$ cat config.mk
export PLATFORM = sky130hd
export DESIGN_NAME = xload_bus_master
export DESIGN_NICKNAME = d
export VERILOG_FILES = /design/src/rtl/xload_bus_master.sv
export SDC_FILE = /design/constraint.sdc
export NUM_CORES = 1
export LEC_CHECK = 0
export ABC_CLOCK_PERIOD_IN_PS = 2400
export BUFFER_PORTS_ARGS = -buffer_cell sky130_fd_sc_hd__clkbuf_2
export CAP_MARGIN = 10
export CORE_MARGIN = 8
export CORE_UTILIZATION = 37
export DETAILED_ROUTE_END_ITERATION = 8
export GPL_ROUTABILITY_DRIVEN = 0
export PLACE_DENSITY = 0.66
export SLEW_MARGIN = 15
export SYNTH_ARGS = -nofsm -noshare
export SYNTH_HDL_FRONTEND = slang
export SYNTH_SLANG_ARGS = --single-unit
$ cat constraint.sdc
create_clock -name clk -period 2.4 [get_ports clk]
set_input_delay 0.48 -clock clk [delete_from_list [all_inputs] [get_ports clk]]
set_output_delay 0.48 -clock clk [all_outputs]
set_load 0.02 [all_outputs]
$ cat src/rtl/xload_bus_master.sv
// ============================================================================
// Module   : xload_bus_master
// Function : Byte-stream frame loader driving native-bus word writes.
//            Optional checksum stage enabled by macro XLOAD_CSUM_EN.
// Revision : 1.0
// ============================================================================
`default_nettype none

module xload_bus_master #(
  parameter logic [7:0] SYNC_BYTE = 8'hA5
) (
  input  logic        clk,
  input  logic        reset,
  input  logic        in_valid,
  input  logic [7:0]  in_data,
  output logic        in_ready,
  output logic        mem_valid,
  output logic [31:0] mem_addr,
  output logic [31:0] mem_wdata,
  output logic [3:0]  mem_wstrb,
  input  logic        mem_ready,
  output logic        busy,
  output logic        done,
  output logic        err
);

  localparam logic [2:0] S_IDLE  = 3'd0;
  localparam logic [2:0] S_ADDR  = 3'd1;
  localparam logic [2:0] S_LEN   = 3'd2;
  localparam logic [2:0] S_DATA  = 3'd3;
  localparam logic [2:0] S_WRITE = 3'd4;
  localparam logic [2:0] S_FIN   = 3'd5;
`ifdef XLOAD_CSUM_EN
  localparam logic [2:0] S_CSUM  = 3'd6;
  localparam logic [2:0] S_TAIL  = S_CSUM;
`else
  localparam logic [2:0] S_TAIL  = S_FIN;
`endif

  logic [2:0]  r_state;
  logic [2:0]  w_next;
  logic [31:0] r_addr;
  logic [31:0] r_wdata;
  logic [15:0] r_cnt;
  logic [1:0]  r_bcnt;
  logic        w_rdy;
  logic        w_accept;
  logic [15:0] w_len_full;

  assign w_accept   = in_valid && in_ready;
  assign w_len_full = {in_data, r_cnt[15:8]};
  assign in_ready   = w_rdy && !reset;
  assign mem_addr   = {r_addr[31:2], 2'b00};
  assign mem_wdata  = r_wdata;

  always_ff @(posedge clk) begin
    if (reset) begin
      r_state <= S_IDLE;
    end else begin
      r_state <= w_next;
    end
  end

  always_comb begin
    w_next = r_state;
    case (r_state)
      S_IDLE:  if (w_accept && in_data == SYNC_BYTE) w_next = S_ADDR;
      S_ADDR:  if (w_accept && r_bcnt == 2'd3) w_next = S_LEN;
      S_LEN:   if (w_accept && r_bcnt == 2'd1) w_next = (w_len_full == 16'd0) ? S_TAIL : S_DATA;
      S_DATA:  if (w_accept && r_bcnt == 2'd3) w_next = S_WRITE;
      S_WRITE: if (mem_ready) w_next = (r_cnt == 16'd1) ? S_TAIL : S_DATA;
`ifdef XLOAD_CSUM_EN
      S_CSUM:  if (w_accept) w_next = S_FIN;
`endif
      S_FIN:   w_next = S_IDLE;
      default: w_next = S_IDLE;
    endcase
  end

  always_comb begin
    w_rdy     = 1'b0;
    mem_valid = 1'b0;
    mem_wstrb = 4'h0;
    busy      = (r_state != S_IDLE);
    done      = (r_state == S_FIN);
    case (r_state)
      S_IDLE, S_ADDR, S_LEN, S_DATA: w_rdy = 1'b1;
`ifdef XLOAD_CSUM_EN
      S_CSUM: w_rdy = 1'b1;
`endif
      S_WRITE: begin
        mem_valid = 1'b1;
        mem_wstrb = 4'hF;
      end
      default: w_rdy = 1'b0;
    endcase
  end

`ifdef XLOAD_CSUM_EN
  logic [7:0] r_sum;
  logic       r_err;
  assign err = r_err;

  // Running sum covers payload bytes only; header bytes are excluded.
  always_ff @(posedge clk) begin
    if (reset) begin
      r_sum <= 8'h00;
      r_err <= 1'b0;
    end else if (r_state == S_IDLE && w_accept && in_data == SYNC_BYTE) begin
      r_sum <= 8'h00;
      r_err <= 1'b0;
    end else if (r_state == S_DATA && w_accept) begin
      r_sum <= r_sum + in_data;
    end else if (r_state == S_CSUM && w_accept) begin
      r_err <= (in_data != r_sum);
    end
  end
`else
  assign err = 1'b0;
`endif

  always_ff @(posedge clk) begin
    if (reset) begin
      r_addr  <= 32'h0;
      r_wdata <= 32'h0;
      r_cnt   <= 16'h0;
      r_bcnt  <= 2'd0;
    end else begin
      case (r_state)
        S_IDLE: begin
          if (w_accept && in_data == SYNC_BYTE) r_bcnt <= 2'd0;
        end
        S_ADDR: begin
          if (w_accept) begin
            r_addr <= {in_data, r_addr[31:8]};
            r_bcnt <= r_bcnt + 2'd1;
          end
        end
        S_LEN: begin
          if (w_accept) begin
            r_cnt  <= w_len_full;
            r_bcnt <= (r_bcnt == 2'd1) ? 2'd0 : r_bcnt + 2'd1;
          end
        end
        S_DATA: begin
          if (w_accept) begin
            r_wdata <= {in_data, r_wdata[31:8]};
            r_bcnt  <= r_bcnt + 2'd1;
          end
        end
        S_WRITE: begin
          // Low address bits never reach the bus, so a plain +4 wraps correctly.
          if (mem_ready) begin
            r_addr <= r_addr + 32'd4;
            r_cnt  <= r_cnt - 16'd1;
          end
        end
        default: begin
        end
      endcase
    end
  end

endmodule

`default_nettype wire

==> impl_metrics.yaml, run 1 <==
clock_network:
  cts.sinks: 83
  holdBufCountCts: 0
  cts_tree: "yes"
  clk_latency_ns: 0.35
  clkTransAtPathRegs_ns: 0.07
  cts_htree_levels: 3
  cts_made_buffers: 9
  clockBufferDepth: 2
  clock-root-buffer: "clkbuf_16"
worst_hold_path:
  hold_path_class: "input pin to register"
synthesis:
  yosysTopAreaCell: "dfxtp_1"
  yosys.area_share.xor_xnor_pct: 0.189
  synthFlopType: "dfxtp_1"
  synthSimpleGateAreaFrac_pct: 28.9
  seq_area_frac_synth_pct: 35.8
  avgSynthCellArea_sq_um: 7.32
  synthTopCellsByArea: "dfxtp_1, nand2_1, a21oi_1"
  ys_ff_latch: 83
  synth_compound_area_share_pct: 25.3
  yosysUniqueCellTypes: 64
  yosysTopAreaCellShare_pct: 35.8
  synth.area.mux_share_pct: 1.32
  synth_top_family_by_area: "simple AND/OR/NAND/NOR gates"
  async_flop_share_pct: 0
  synthCells: 635
  ys_warn_count: 0
  syn_area_sq_um: 4650
  synth-adder-area-share_pct: 1.62
  synth_edf_count: 0
setup_path:
  crit_path_max_fanout: 22
  cp_slowest_cell: "or3b_2"
  critPathKind: "register to output port"
  critical_path.cell_chain: "or3b_2 -> inv_2 -> clkbuf_2"
  critical_path.max_stage_delay_ns: 0.53
  critPathCaptureType: "output port"
  crit_required_ns: 1.92
  critPathArrivalTime_ns: 1.82
  setup.worst_path.start_class: "register"
global_route:
  grt_pass1_wl_um: 22800
  overflow: 0
  antenna_found_initial: 0
  grt_max_degree: 86
  gr-usage-all-layers_pct: 16.9
  grt_pass1_vias: 4669
finish:
  mostFrequentLayoutCells: "nand2_1, dfxtp_1, clkbuf_2, a21oi_1, nor2_1"
  diodes: 0
  fillers: 1284
  syn2layout_area_growth_pct: 18.4
  drive_gt1_share_pct: 18.8
  nets: 708
  final_common_cell: "nand2_1"
drt:
  avgRoutedWirePerCell_um: 15.7
  dr_total_vias: 4904
  drc: 0
  postRouteAntennaNets: 0
  firstDrtPassIters: 5
  drtIter0Drc: 428
  vias_per_cell: 5.66
  drt-total-wl_um: 13600
timing:
  tightestPinTransition_ns: 0.887
  timing.hold.ws_ns: 0.416
  rsz0062_at_grt: "false"
  max-slew-margin-rel_pct: 40.8
  fin_crit_sh_pct: 95.8
  max_freq_mhz: 435
  timing.setup.tns_ns: 0
  fin_skew_ns: 0.00903
  hold_viol_final: 0
  min_period_ns: 2.30
  setup_viol: 0
  drv_slew: 0
placement:
  numPortBuffers: 81
  dpl.hpwl_um: 9400
floorplan:
  io_pins: 85
  fp-row-count: 41
  initial_core_util_pct: 37.4
  die_x_um: 128
  die_h_um: 128
  dieArea_sq_um: 16400
  core-area_sq_um: 12400
run:
  cap_violations: 0
power:
  vdd_drop_max_v: 0.000309
  powerDensity_nw_per_um2: 505
  leakagePower_nw: 2.01
run_status:
  outcome: "completed"
## state kept, by name (all words and copies together), names as in the netlist
signal and flops:
r_addr 30, r_cnt 16, r_bcnt 2, mem_wdata 32
r_state 3
## final timing paths
path / startpoint / endpoint / slack [ns] / cells past startpoint
setup reg to reg: r_cnt[0] / r_cnt[15] / 0.18 / 5
setup / recovery: r_state[0] / mem_wstrb[0] / 0.10 / 3
hold reg to reg: mem_wdata[2] / mem_wdata[2] / 0.46 / 2
hold / removal: in_data[6] / mem_wdata[30] / 0.42 / 3
## critical path: cells and delay by family, from the launching register on
kind          cells  cell delay, ns
simple gates      1            0.53
buf+inv           2            0.60
flops             1            0.33
## stage by stage
step                      area, sq um  utilization [%]  power [mW]  instances  worst slack [ns]
final                            5500             44.3        2.78        867             0.102
after global routing             5500             44.3        2.88        867            0.0208
after CTS                        5490             44.2        2.82        867            0.0984
after detailed placement         5210             41.9        1.48        851             0.145
after global placement           5210             41.9        1.48        851             0.236
after floorplan                  4650                -        1.45        637            0.0663
## report_power, final
group | switching (mW) | internal [mW] | total, mW
registers | 0.000171 | 1.38 | 1.38
logic | 0.0541 | 0.0176 | 0.0718
clock network | 0.590 | 0.738 | 1.33
total | 0.644 | 2.13 | 2.78
## repair_timing
action,in CTS,in global routing
setup buffers,0,0
endpoints found under the setup margin,0,1
resized for setup,0,1
## Yosys cell counts, types with 7 or more instances
library cell / instances
nor3_1: 20
dfxtp_1: 83
a21oi_1: 75
nor2_1: 39
o22ai_1: 7
o21ai_0: 32
clkbuf_1: 52
a31oi_1: 11
nand2_1: 113
or4_1: 8
buf_4: 7
and2_1: 7
nand4_1: 9
nor4_1: 11
inv_1: 11
and4_1: 8
a21o_1: 8
nand3_1: 23
## cell type report
| type | count | area (sq um) | area share [%] |
|---|---|---|---|
| Timing Repair Buffer | 106 | 606 | 11.0 |
| Inverter | 12 | 45.0 | 0.819 |
| Tap cell | 172 | 215 | 3.91 |
| Multi-Input combinational cell | 478 | 2690 | 48.8 |
| Sequential cell | 83 | 1660 | 30.2 |
| Clock inverter | 6 | 47.5 | 0.865 |
| Clock buffer | 10 | 239 | 4.35 |
## routing by layer
| layer | up-vias | part of all wire (%) | wire length, um | global-route usage (%) |
|---|---|---|---|---|
| li1 | 2412 | - | - | - |
| met5 | - | 0 | 0 | 0 |
| met1 | 2300 | 44 | 6030 | 20.5 |
| met3 | 18 | 7.6 | 1040 | 5.28 |
| met2 | 174 | 47 | 6370 | 27.8 |
| met4 | 0 | 1.5 | 209 | 5.52 |
## logic make-up (layout without fill, tap and decap cells)
group / after synthesis / in the layout
fa+ha+maj: 6 / 6
xor+xnor: 1 / 1
other cells: 1 / 3
mux: 6 / 6
flops: 83 / 83
buf+inv: 76 / 134
simple gates: 273 / 273
compound gates: 189 / 189
(Power assumes the default switching activity.)
==> run 2, diff against run 1 <==
==> constraint.sdc (replaced) <==
create_clock -name clk -period 2.4 [get_ports clk]
set_input_delay 0.36 -clock clk [delete_from_list [all_inputs] [get_ports clk]]
set_output_delay 0.36 -clock clk [all_outputs]
set_load 0.02 [all_outputs]
==> run 2 against run 1 <==
Net effect: final area is 0.89% higher; clock power is 14% higher; worst setup slack better by 0.092 ns; cell count is 0.46% lower; via count is 0.18% lower; wire length is 0.64% lower; non-clock buffer count is 4 lower; maximum frequency is 4.1% higher; global-route usage is 0.27 points lower; highest routed layer unchanged.
==> impl_metrics.yaml, run 2 (synthesized netlist as in run 1, its figures left out) <==
finish:
  syn2layout_area_growth_pct: 19.4
  largest_register_ffs: 32
  fillers: 1300
  mostFrequentLayoutCells: "nand2_1, dfxtp_1, clkbuf_2, a21oi_1, nor2_1"
  nets: 704
  drive_gt1_share_pct: 18.5
  final_common_cell: "nand2_1"
  diodes: 0
timing:
  setup_viol: 0
  drv_slew: 0
  max-slew-margin-rel_pct: 66.3
  fin_skew_ns: 0.00785
  max_freq_mhz: 453
  timing.setup.tns_ns: 0
  hold_viol_final: 0
  rsz0062_at_grt: "false"
  timing.hold.ws_ns: 0.297
  fin_crit_sh_pct: 91.9
  min_period_ns: 2.21
  tightestPinTransition_ns: 0.502
global_route:
  grt_pass1_vias: 4638
  overflow: 0
  grt_pass1_wl_um: 22700
  antenna_found_initial: 0
  grt_max_degree: 51
  gr-usage-all-layers_pct: 16.6
run_status:
  outcome: "completed"
floorplan:
  die_h_um: 128
  die_x_um: 128
  dieArea_sq_um: 16400
  fp-row-count: 41
  initial_core_util_pct: 37.4
  io_pins: 85
  core-area_sq_um: 12400
placement:
  numPortBuffers: 81
  dpl.hpwl_um: 9430
setup_path:
  critical_path.max_stage_delay_ns: 0.54
  critPathKind: "register to output port"
  worstReg2RegEnd: "r_cnt[14]"
  critPathArrivalTime_ns: 1.85
  critPathTopFamily: "simple AND/OR/NAND/NOR gates"
  rr_worst_depth: 7
  setup.worst_path.start_class: "register"
  worstReg2RegStart: "r_cnt[0]"
  critical_path.cell_chain: "or3b_4 -> inv_2 -> buf_12 -> clkbuf_2"
  cp_slowest_cell: "or3b_4"
  crit_required_ns: 2.04
  critPathBufInv: 3
  r2r_slack_ns: 0.22
  critPathCaptureType: "output port"
  crit_path_max_fanout: 50
drt:
  avgRoutedWirePerCell_um: 15.7
  firstDrtPassIters: 6
  dr_total_vias: 4895
  vias_per_cell: 5.67
  drc: 0
  drt-total-wl_um: 13600
  postRouteAntennaNets: 0
  drtIter0Drc: 416
clock_network:
  clock-root-buffer: "clkbuf_16"
  clk_latency_ns: 0.34
  post_cts_buffers: 0
  holdBufCountCts: 0
  cts.sinks: 83
  cts_made_buffers: 9
  clkTransAtPathRegs_ns: 0.06
  clockBufferDepth: 2
  cts_tree: "yes"
  cts_htree_levels: 3
worst_hold_path:
  hold_path_class: "input pin to register"
  hold_start: "in_data[6]"
  hold_end: "mem_wdata[30]"
  min_path_cells: 3
power:
  powerDensity_nw_per_um2: 536
  vdd_drop_max_v: 0.000300
  leakagePower_nw: 2.02
run:
  cap_violations: 0
run 2: worst max path at each step:
| stage | start | endpoint | slack (ns) | cells past startpoint |
|---|---|---|---|---|
| 2_1_floorplan | r_state[2] | mem_wstrb[0] | 0.19 | 6 |
| 4_1_cts | r_state[0] | mem_wstrb[2] | 0.02 | 4 |
| 6_report | r_state[0] | mem_wstrb[2] | 0.19 | 4 |
| 5_1_grt | r_addr[2] | r_addr[30] | 0.06 | 6 |
| 3_3_place_gp | r_cnt[0] | r_cnt[14] | 0.23 | 7 |
| 3_5_place_dp | r_cnt[0] | r_cnt[14] | 0.17 | 7 |
run 2: report_power, final:
part | switching, mW | total (mW) | internal (mW)
clock network | 0.595 | 1.52 | 0.930
logic | 0.0538 | 0.0724 | 0.0187
registers | 0.000227 | 1.38 | 1.38
run 2: repair_timing:
item                                   4_1_cts  5_1_grt
setup endpoints to repair                    0        7
resized for setup                            0        3
endpoints found under the hold margin        0        0
run 2: layout make-up:
type	instances	area (sq um)	share of cell area, %
Timing Repair Buffer	102	601	10.8
Clock buffer	9	225	4.06
Sequential cell	83	1660	30.0
Clock inverter	7	106	1.92
Multi-Input combinational cell	478	2690	48.6
Inverter	12	45.0	0.812
Tap cell	172	215	3.88
run 2: worst reg2reg max path: cells and delay by family (launching register included):
| kind | cells | cell delay [ns] |
|---|---|---|
| simple gates | 3 | 0.99 |
| compound gates | 2 | 0.47 |
| flops | 1 | 0.33 |
| fa+ha+maj | 1 | 0.19 |
| buf+inv | 1 | 0.10 |
run 2: metal layers:
layer  routed length (um)  GRT usage (%)  vias up
li1                     -              -     2400
met1                 6060           20.9     2299
met2                 6280           26.9      165
met3                  839           3.41       31
met4                  381           7.62        0
met5                    0              0        -
run 2: through the flow:
step                      setup slack, ns  area (sq um)  cells  util [%]  power, mW
final                               0.193          5550    863      44.7       2.97
after global routing               0.0577          5550    863      44.7       3.07
after CTS                          0.0175          5530    863      44.6       3.01
after detailed placement            0.169          5200    847      41.9       1.48
after global placement              0.231          5200    847      41.9       1.48
after floorplan                     0.186          4650    637         -       1.45
